### config.mk
export PLATFORM = sky130hd
export DESIGN_NAME = note_feeder
export DESIGN_NICKNAME = d
export VERILOG_FILES = /design/src/rtl/note_pkg.sv /design/src/rtl/note_feeder_step_tick.sv /design/src/rtl/note_feeder.sv
export SDC_FILE = /design/constraint.sdc
export NUM_CORES = 1
export LEC_CHECK = 0
export CAP_MARGIN = 20
export CORE_UTILIZATION = 54
export DETAILED_ROUTE_END_ITERATION = 10
export PLACE_DENSITY = 0.9
export SKIP_CTS_REPAIR_TIMING = 1
export SLEW_MARGIN = 20
export SYNTH_ARGS = -nofsm -noshare
export SYNTH_HDL_FRONTEND = slang
export SYNTH_SLANG_ARGS = --single-unit
### constraint.sdc
create_clock -name clk -period 2.8 [get_ports clk]
set_clock_uncertainty 0.15 [all_clocks]
set_input_delay 0.42 -clock clk [delete_from_list [all_inputs] [get_ports clk]]
set_output_delay 0.42 -clock clk [all_outputs]
set_load 0.05 [all_outputs]
### src/rtl/note_pkg.sv
// -----------------------------------------------------------------------------
// note_pkg
// Shared definitions for the note_feeder chart scroller:
//   - chart ROM codes (NOTE_NONE / NOTE_RED / NOTE_BLUE / NOTE_END)
//   - judge grade to point conversion and point constants
//   - scroller FSM state encoding
//   - score / combo widths and saturation limits
// -----------------------------------------------------------------------------
package note_pkg;

    localparam int SCORE_W = 14;
    localparam int COMBO_W = 8;

    localparam logic [SCORE_W-1:0] SCORE_MAX = {SCORE_W{1'b1}};
    localparam logic [COMBO_W-1:0] COMBO_MAX = {COMBO_W{1'b1}};

    typedef enum logic [1:0] {
        NOTE_NONE = 2'b00,
        NOTE_RED  = 2'b01,
        NOTE_BLUE = 2'b10,
        NOTE_END  = 2'b11
    } note_code_e;

    localparam logic [2:0] PTS_PERFECT = 3'd3;
    localparam logic [2:0] PTS_GOOD    = 3'd2;
    localparam logic [2:0] PTS_BAD     = 3'd1;
    localparam logic [2:0] PTS_NONE    = 3'd0;

    typedef enum logic [1:0] {
        ST_IDLE  = 2'b00,
        ST_PLAY  = 2'b01,
        ST_DRAIN = 2'b10,
        ST_DONE  = 2'b11
    } state_e;

    // Judge grade (3 perfect .. 0 none) to base points, before any bonus.
    function automatic logic [2:0] grade_points(input logic [1:0] grade);
        logic [2:0] pts;
        case (grade)
            2'd3:    pts = PTS_PERFECT;
            2'd2:    pts = PTS_GOOD;
            2'd1:    pts = PTS_BAD;
            default: pts = PTS_NONE;
        endcase
        return pts;
    endfunction

endpackage

### src/rtl/note_feeder_step_tick.sv
// -----------------------------------------------------------------------------
// step_tick
// Free-running TICK_DIV divider producing a one-cycle scroll step pulse.
// Ports:
//   clk  in  : system clock
//   rst  in  : synchronous active-low reset
//   clr  in  : synchronous clear, restarts the period from zero
//   en   in  : count enable; while low the counter is held at zero
//   step out : registered one-cycle pulse, once every TICK_DIV cycles
// -----------------------------------------------------------------------------
module step_tick #(
    parameter int TICK_DIV = 5_000_000
) (
    input  logic clk,
    input  logic rst,
    input  logic clr,
    input  logic en,
    output logic step
);

    localparam int               CNT_W    = $clog2(TICK_DIV);
    localparam logic [CNT_W-1:0] CNT_LAST = CNT_W'(TICK_DIV - 1);

    logic [CNT_W-1:0] cnt_r;
    logic             step_r;

    // Period counter and step pulse register.
    always_ff @(posedge clk) begin
        if (!rst) begin
            cnt_r  <= '0;
            step_r <= 1'b0;
        end else if (clr || !en) begin
            cnt_r  <= '0;
            step_r <= 1'b0;
        end else if (cnt_r == CNT_LAST) begin
            cnt_r  <= '0;
            step_r <= 1'b1;
        end else begin
            cnt_r  <= cnt_r + CNT_W'(1);
            step_r <= 1'b0;
        end
    end

    assign step = step_r;

endmodule

### src/rtl/note_feeder.sv
// -----------------------------------------------------------------------------
// note_feeder
// Reads a red/blue note chart from a synchronous ROM and scrolls the notes
// along one lane toward the hit line. Presents the head note inside the judge
// window, removes it on delete_note, accumulates score / combo and exports
// lane occupancy for the renderer.
// Ports:
//   clk, rst (sync active-low)      : clock / reset
//   start                           : begin / restart play (IDLE or DONE only)
//   chart_addr / chart_data         : chart ROM address / data (1-cycle latency)
//   delete_note, score              : judge consumed head note with grade
//   offset, node_R, node_B          : head position in window and its colour
//   lane_red, lane_blue             : per-cell occupancy
//   miss                            : one-cycle pulse, note left cell 0 unhit
//   total_score, combo              : saturating running totals
//   playing, done                   : status
// Build option: NOTE_FEEDER_COMBO_BONUS_EN doubles points while combo >= 10.
// -----------------------------------------------------------------------------
module note_feeder
    import note_pkg::*;
#(
    parameter int LANE_LEN = 8,
    parameter int WIN      = 5,
    parameter int TICK_DIV = 5_000_000,
    parameter int CHART_AW = 6
) (
    input  logic                clk,
    input  logic                rst,
    input  logic                start,
    output logic [CHART_AW-1:0] chart_addr,
    input  logic [1:0]          chart_data,
    input  logic                delete_note,
    input  logic [1:0]          score,
    output logic [2:0]          offset,
    output logic                node_R,
    output logic                node_B,
    output logic [LANE_LEN-1:0] lane_red,
    output logic [LANE_LEN-1:0] lane_blue,
    output logic                miss,
    output logic [SCORE_W-1:0]  total_score,
    output logic [COMBO_W-1:0]  combo,
    output logic                playing,
    output logic                done
);

    localparam logic [LANE_LEN-1:0] WIN_MASK  = LANE_LEN'((1 << WIN) - 1);
    localparam logic [CHART_AW-1:0] ADDR_LAST = {CHART_AW{1'b1}};

    state_e              state_r, state_s;
    logic [LANE_LEN-1:0] lane_red_r, lane_blue_r, red_s, blue_s;
    logic [CHART_AW-1:0] addr_r, addr_s;
    logic [SCORE_W-1:0]  total_r, total_s;
    logic [COMBO_W-1:0]  combo_r, combo_s;
    logic                miss_r, miss_s;
    logic                playing_r, done_r;
    logic                clr_s, active_s, step_s, del_ok_s;
    logic [LANE_LEN-1:0] occ_s, head_oh_s;
    logic                in_win_s;
    logic [2:0]          offset_s, base_pts_s, pts_s;
    logic [SCORE_W:0]    sum_s;

    step_tick #(.TICK_DIV(TICK_DIV)) u_step_tick (
        .clk  (clk),
        .rst  (rst),
        .clr  (clr_s),
        .en   (active_s),
        .step (step_s)
    );

    // Head note: isolate the lowest occupied cell as a one-hot mask.
    assign occ_s     = lane_red_r | lane_blue_r;
    assign head_oh_s = occ_s & (~occ_s + LANE_LEN'(1));
    assign in_win_s  = |(head_oh_s & WIN_MASK);
    assign active_s  = (state_r == ST_PLAY) || (state_r == ST_DRAIN);
    assign del_ok_s  = delete_note && active_s && in_win_s;

    // Window offset: cell h maps to WIN-h, cells outside the window give 0.
    always_comb begin
        offset_s = 3'd0;
        for (int i = 0; i < WIN; i++) begin
            offset_s = offset_s | (head_oh_s[i] ? 3'(WIN - i) : 3'd0);
        end
    end

    assign base_pts_s = grade_points(score);
`ifdef NOTE_FEEDER_COMBO_BONUS_EN
    assign pts_s = (combo_r >= COMBO_W'(10)) ? {base_pts_s[1:0], 1'b0} : base_pts_s;
`else
    assign pts_s = base_pts_s;
`endif
    assign sum_s = {1'b0, total_r} + {{(SCORE_W - 2){1'b0}}, pts_s};

    // Next-state logic: lane scrolling, chart loading, scoring and miss.
    always_comb begin
        state_s = state_r;
        red_s   = lane_red_r;
        blue_s  = lane_blue_r;
        addr_s  = addr_r;
        total_s = total_r;
        combo_s = combo_r;
        miss_s  = 1'b0;
        clr_s   = 1'b0;
        case (state_r)
            ST_IDLE, ST_DONE: begin
                if (start) begin
                    state_s = ST_PLAY;
                    clr_s   = 1'b1;
                    red_s   = '0;
                    blue_s  = '0;
                    addr_s  = '0;
                    total_s = '0;
                    combo_s = '0;
                end else begin
                    state_s = state_r;
                end
            end
            ST_PLAY, ST_DRAIN: begin
                if ((state_r == ST_DRAIN) && (occ_s == '0)) begin
                    state_s = ST_DONE;
                end else begin
                    // Delete acts on the pre-shift head, so a note deleted
                    // from cell 0 on a step edge is not reported as a miss.
                    if (del_ok_s) begin
                        red_s   = red_s & ~head_oh_s;
                        blue_s  = blue_s & ~head_oh_s;
                        total_s = sum_s[SCORE_W] ? SCORE_MAX : sum_s[SCORE_W-1:0];
                        if (score != 2'd0) begin
                            combo_s = (combo_r == COMBO_MAX) ? COMBO_MAX : combo_r + COMBO_W'(1);
                        end else begin
                            combo_s = '0;
                        end
                    end else begin
                        combo_s = combo_r;
                    end
                    if (step_s) begin
                        miss_s = red_s[0] | blue_s[0];
                        if (miss_s) begin
                            combo_s = '0;
                        end else begin
                            combo_s = combo_s;
                        end
                        red_s  = red_s >> 1;
                        blue_s = blue_s >> 1;
                        if (state_r == ST_PLAY) begin
                            if (chart_data == NOTE_END) begin
                                state_s = ST_DRAIN;
                            end else begin
                                red_s[LANE_LEN-1]  = (chart_data == NOTE_RED);
                                blue_s[LANE_LEN-1] = (chart_data == NOTE_BLUE);
                                // Last ROM entry: loaded, then drain without wrapping.
                                if (addr_r == ADDR_LAST) begin
                                    state_s = ST_DRAIN;
                                end else begin
                                    addr_s = addr_r + CHART_AW'(1);
                                end
                            end
                        end else begin
                            state_s = ST_DRAIN;
                        end
                    end else begin
                        state_s = state_r;
                    end
                end
            end
            default: begin
                state_s = ST_IDLE;
            end
        endcase
    end

    // State, lane, score and status registers.
    always_ff @(posedge clk) begin
        if (!rst) begin
            state_r     <= ST_IDLE;
            lane_red_r  <= '0;
            lane_blue_r <= '0;
            addr_r      <= '0;
            total_r     <= '0;
            combo_r     <= '0;
            miss_r      <= 1'b0;
            playing_r   <= 1'b0;
            done_r      <= 1'b0;
        end else begin
            state_r     <= state_s;
            lane_red_r  <= red_s;
            lane_blue_r <= blue_s;
            addr_r      <= addr_s;
            total_r     <= total_s;
            combo_r     <= combo_s;
            miss_r      <= miss_s;
            playing_r   <= (state_s == ST_PLAY) || (state_s == ST_DRAIN);
            done_r      <= (state_s == ST_DONE);
        end
    end

    assign chart_addr  = addr_r;
    assign offset      = offset_s;
    assign node_R      = |(head_oh_s & WIN_MASK & lane_red_r);
    assign node_B      = |(head_oh_s & WIN_MASK & lane_blue_r);
    assign lane_red    = lane_red_r;
    assign lane_blue   = lane_blue_r;
    assign miss        = miss_r;
    assign total_score = total_r;
    assign combo       = combo_r;
    assign playing     = playing_r;
    assign done        = done_r;

endmodule

After elaboration in Yosys (flattened, before gate mapping)
Index checks and enable logic that the tools add are counted.

Bits in registers: 73. Latch bits: 0. Memory bits (writable): 0. Memory bits (read-only): 0. Bits of input ports: 8. Output and inout bits: 52. Logic and storage cells: 127. Memories kept: 0.

$add $sub $neg: 5. $mul: 0. Divide/modulo/power cells: 0. Order comparisons: 0. Equality and inequality tests: 22. Shift-type cells: 0. Multiplexer cells: 52. Bitwise logic cells: 16. Reductions and logical operators: 21.

Operators by type and width (count): two-way mux 8 bit (17); two-way mux 14 bit (4); case mux 8 bit (2 select lines) (3); two-way mux 6 bit (6); case mux 14 bit (2 select lines) (1); bitwise AND 8 bit (3); adder 23 x 1 -> 23 bit, second input constant (1); == test 23 bit, second input constant (1); adder 8 x 1 -> 8 bit, second input constant (2); bitwise AND 5 x 8 -> 8 bit (2); == test 2 bit, second input constant (8); two-way mux 2 bit (8); inverter 8 bit (2); OR reduction 8 bit (2); adder 14 x 3 -> 15 bit (1); inequality test 2 bit, second input constant (6); case mux 6 bit (2 select lines) (1); == test 2 x 1 -> 1 bit, second input constant (4); == test 8 bit, second input constant (1); logical NOT 8 bit (1); two-way mux 1 bit (8); bitwise OR 8 bit (1); adder 6 x 1 -> 6 bit, second input constant (1); == test 6 bit, second input constant (1); other kinds (21) (31).

Logic depth before layout (Yosys ltp)
Gate-level depths: netlist of the first run.

Word-level depth: 14. Mapped depth: 10. Gate-level depth less buffers: 8.

Modules after synthesis
Synthesis of the first run repeated with hierarchy kept, for this count alone.

Cell total of the unflattened synthesis: 482. Area, all modules: 3891.2 um^2.

Modules (own cells, without submodules): note_feeder (times used 1, cells an instance 358, area an instance 2810.2 um^2, sequential area each 980.9 um^2); step_tick (times used 1, cells an instance 124, area an instance 1081.0 um^2, sequential area each 480.5 um^2).

Worst setup path before layout of the first run
No wires, ideal clock.

Kind: register to output. Start: register lane_blue_r[0] (netlist: lane_blue[0]). End: output node_B. Data arrival time: 2.332 ns. Required time: 2.230 ns. Path slack: -0.102 ns. Stages on the path, launching flop included: 4. Path buffers: 0. Cell sequence: dfxtp_1 > nor4_4 > nand2_1 > o21ai_0.

Cells in the longest elaborated chain, start to end: 6.

RTL lines: start, declared (RTL line note_feeder.sv:50) `logic [LANE_LEN-1:0] lane_red_r, lane_blue_r, red_s, blue_s;`; start signal, assigned (RTL line note_feeder.sv:186) `lane_blue_r <= blue_s;`; bitwise OR 8 bit (RTL line note_feeder.sv:71) `assign occ_s = lane_red_r | lane_blue_r;`; inverter 8 bit (RTL line note_feeder.sv:72) `assign head_oh_s = occ_s & (~occ_s + LANE_LEN'(1));`; adder 8 x 1 -> 8 bit (RTL line note_feeder.sv:72); bitwise AND 8 bit (RTL line note_feeder.sv:72); bitwise AND 5 x 8 -> 8 bit * (RTL line note_feeder.sv:199) `assign node_B = |(head_oh_s & WIN_MASK & lane_blue_r);`; OR reduction 8 bit * (RTL line note_feeder.sv:199); end, declared (RTL line note_feeder.sv:36) `output logic node_B,`.

Every way passes the cells marked *; elsewhere a longest branch is shown, timed or not.

Worst setup path after layout of the first run
Start: input score[0]. End: register total_r[1] (netlist: total_score[1]).

Cells in the longest elaborated chain, start to end: 7. Elaborated cells on any way between the ends: 9. Classes of those cells: add/sub (1); eq/ne (3); mux (5).

RTL lines: start, declared (RTL line note_feeder.sv:33) `input logic [1:0] score,`; == test 2 x 1 -> 1 bit or == test 2 bit (tied branches) (RTL line note_pkg.sv:39) `case (grade)`; case mux 2 bit (3 select lines) * (RTL line note_pkg.sv:39); adder 14 x 3 -> 15 bit * (RTL line note_feeder.sv:91) `assign sum_s = {1'b0, total_r} + {{(SCORE_W - 2){1'b0}}, pts_s};`; two-way mux 14 bit * (RTL line note_feeder.sv:126) `total_s = sum_s[SCORE_W] ? SCORE_MAX : sum_s[SCORE_W-1:0];`; two-way mux 14 bit * (RTL line note_feeder.sv:123) `if (del_ok_s) begin`; two-way mux 14 bit * (RTL line note_feeder.sv:118) `if ((state_r == ST_DRAIN) && (occ_s == '0)) begin`; case mux 14 bit (2 select lines) * (RTL line note_feeder.sv:103) `case (state_r)`; end signal, assigned (RTL line note_feeder.sv:188) `total_r <= total_s;`; end, declared (RTL line note_feeder.sv:52) `logic [SCORE_W-1:0] total_r, total_s;`.

Every way passes the cells marked *; elsewhere a longest branch is shown, timed or not. The select of a mux whose other input is x is not followed. A chain may end at the register's enable or synchronous reset.

==> results of run 1 <==
-- synth_stat cells, types with 3 or more instances --
cell       instances
a32o_1             6
nor4_1             5
or3_2              4
nor2b_1            4
nand4_1            8
inv_1             19
mux2i_1            4
and2_1             8
dfxtp_1           73
xnor2_1           16
and3_1            12
nor3_1            18
xor2_1             4
ha_1               8
a31oi_1            7
nor2_1            52
clkbuf_1           7
or3_1              3
nand2_1           48
buf_2              4
buf_6              4
o211ai_1           6
nand2b_1           3
nand3_1           16
o22ai_1            5
o31ai_1            3
o2bb2ai_1          8
a21oi_1           35
o21ai_0           28
-- logic make-up (layout without fill, tap and decap cells) --
| logic type | count (synthesis) | after routing | synth area share, % |
|---|---|---|---|
| AOI/OAI and AO/OA | 115 | 115 | 20.13 |
| xor gates and xnor gates | 20 | 20 | 4.666 |
| adders and majority gates | 9 | 9 | 3.200 |
| buffers and inverters | 36 | 110 | 4.733 |
| DFF | 73 | 73 | 38.93 |
| muxes | 4 | 4 | 1.067 |
| and+or+nand+nor | 199 | 199 | 27.27 |
-- sequential cells by signal, indices dropped and copies added, names as in the netlist --
signal / count
chart_addr: 6
combo: 8
done: 1
lane_blue: 8
lane_red: 8
miss: 1
playing: 1
state_r: 2
total_score: 14
u_step_tick.cnt_r: 23
u_step_tick.step: 1
-- power breakdown --
part           switching (W)  leakage [nW]  total [W]  internal (W)
registers         0.00000383         0.588    0.00105       0.00104
logic              0.0000864         0.899   0.000132     0.0000452
clock network       0.000396        0.0964   0.000811      0.000415
total               0.000486          1.58    0.00199       0.00150
-- final cells by class --
class                      count  area, sq um  share of cell area [%]
timing repair buffer          75        703.2                   15.13
multi-input combinational    347         2115                   45.50
clock inverter                 6        68.82                   1.481
inverter                      19        71.32                   1.535
clock buffer                  10        127.6                   2.746
sequential                    73         1461                   31.45
tap                           80        100.1                   2.154
-- worst max-delay path, delay by kind of cell --
kind / cells / cell delay (ns)
fa+ha+maj: 2 / 0.56
simple gates: 2 / 0.90
buf+inv: 2 / 0.57
compound gates: 1 / 0.34
-- metrics by stage --
step	hold WS, ns	utilization [%]	TNS (ns)
2_1_floorplan	0.2627	-	-0.2229
3_3_place_gp	0.2737	65.87	-0.7205
3_5_place_dp	0.3095	65.87	-1.299
4_1_cts	0.3195	68.78	0
5_1_grt	0.3340	68.78	0
6_report	0.3081	68.78	0
-- final timing paths --
| kind | startpoint | to | slack [ns] | cells past startpoint |
|---|---|---|---|---|
| max | score[0] | total_score[1]$_SDFFE_PN0P_ | 0.12 | 7 |
| min | u_step_tick.cnt_r[0]$_SDFF_PP0_ | u_step_tick.cnt_r[0]$_SDFF_PP0_ | 0.31 | 1 |
| max reg2reg | state_r[0]$_SDFF_PN0_ | total_score[11]$_SDFFE_PN0P_ | 0.23 | 7 |
| min reg2reg | u_step_tick.cnt_r[0]$_SDFF_PP0_ | u_step_tick.cnt_r[0]$_SDFF_PP0_ | 0.31 | 1 |
-- per-layer routing --
layer  up-vias  routed length, um  global-route usage [%]
met1      1703               3893                   30.90
li1       1777                  -                       -
met5         -                  0                       0
met2       173               4469                   43.48
met4         0                285                   14.85
met3        39                584                   4.767
==> metrics.md, run 1 <==
| Metric | Value |
|---|---|
| Number of global-route vias before repair | `3414` |
| Synthesized area per cell | `8.232 sq um` |
| Fin. max-slew vios | `0` |
| FF+latch count, synth | `73` |
| GRT Util Overall | `25.79%` |
| Initial antenna violation count | `0` |
| CP Data Required Time | `2.91 ns` |
| Non-filler cells, final | `610` |
| Ys async rst share | `0%` |
| Clk sinks | `73` |
| DRT Pass-1 Iters | `5` |
| Clock slew seen by the registers of the worst setup and hold paths | `0.09 ns` |
| FILL cells | `520` |
| Crit Path Category | `in2reg` |
| Worst-path maximum fanout | `11` |
| Critical path startpoint category | `input port` |
| Die ar. | `7289 sq um` |
| Signal arrival time at the worst endpoint | `2.79 ns` |
| Worst-skew pair later-pin latency | `0.35 ns` |
| Hold WC Path Type | `reg2reg` |
| Row Count | `30` |
| Layout net count | `542` |
| Critical path cell sequence | `clkdlybuf4s50_1 -> ha_1 -> inv_1 -> fa_1 -> nand3b_1 -> or4b_1 -> a311oi_1` |
| Placeable Area | `6756 sq um` |
| Clock Tree Buf Depth | `2` |
| Slew margin rel. | `58.06%` |
| Sequential share of the synthesized area | `38.93%` |
| Die H | `85.38 um` |
| Die width | `85.38 um` |
| Leak | `1.584 nW` |
| Largest stage delay on the critical path | `0.72 ns` |
| # diodes | `0` |
| CTS root buf | `clkbuf_8` |
| Clock buffer count from CTS | `9` |
| Distinct cell type count after synthesis | `57` |
| Post-detail-place hpwl | `6.342 mm` |
| Cells after synthesis | `456` |
| Total power draw | `0.001988 W` |
| Placer Congestion | `0.8655` |
| Commonest non-fill, non-tap cell in the layout | `dfxtp_1` |
| Final hold violation count | `0` |
| Maximum vdd drop | `306.5 uV` |
| Final Cycle Share | `95.66%` |
| PD cells | `427.8 nW/um^2` |
| I/O Buffers | `59` |
| Design area | `4647 sq um` |
| Final setup viols | `0` |
| Period minus WS final | `2.678 ns` |
| Io pins | `60` |
| Highest-count cells in the layout ignoring fill and taps | `dfxtp_1, clkdlybuf4s50_1, nor2_1` |
| Iter 0 DRT Violations | `269` |
| Pre-CTS WS | `-0.1776 ns` |
| Main synth FF type | `dfxtp_1` |
| First-pass GRT wire length | `15.02 mm` |
| Starting density of the core | `55.56%` |
| Status | `complete, no violations` |
| Detailed-route via count | `3692` |
| Placed Cells | `594` |
| Syn_nets | `473` |
| Via density | `6.052` |
| Crit. End Element | `flip-flop` |
| Worst Max-Slew Pin Slew | `0.6267 ns` |
| Max-cap viol count | `0` |
| Layout cells sized above 1 | `9.811%` |
| Yosys top cell area share | `38.93%` |
| Post-synth EDFFs | `0` |
| Final worst slack | `0.1216 ns` |
| Ranking of synthesized cells by area | `dfxtp_1, nor2_1, nand2_1, a21oi_1, o21ai_0` |
| Overflow after GRT | `0` |
| Post-route ant nets | `0` |
| Synth Warn # | `0` |
| Post-DP Area | `4451 sq um` |
| H-tree Lvls | `3` |
| Maximum operating frequency | `373.4 MHz` |
| Largest net degree at the start of global routing | `34` |
| Drt drc | `0` |
| DRT Wirelength | `9.232 mm` |
| TritonCTS clock tree | `yes` |
| Avg WL per Cell | `15.13 um` |
| Critical path's slowest cell | `or4b_1` |
| Area Overhead vs Synth | `23.80%` |
| Synth Cell Area | `3754 sq um` |
| Synth area leader | `dfxtp_1` |
| RSZ-0062 raised after global routing | `false` |
Note: power is estimated with default switching activity, not from simulation.
==> run 2, diff against run 1 <==
Settings changed: GPL_ROUTABILITY_DRIVEN set to 0.
==> results of run 2 <==
No change in the layout: final DEF, timing and power equal those of run 1.
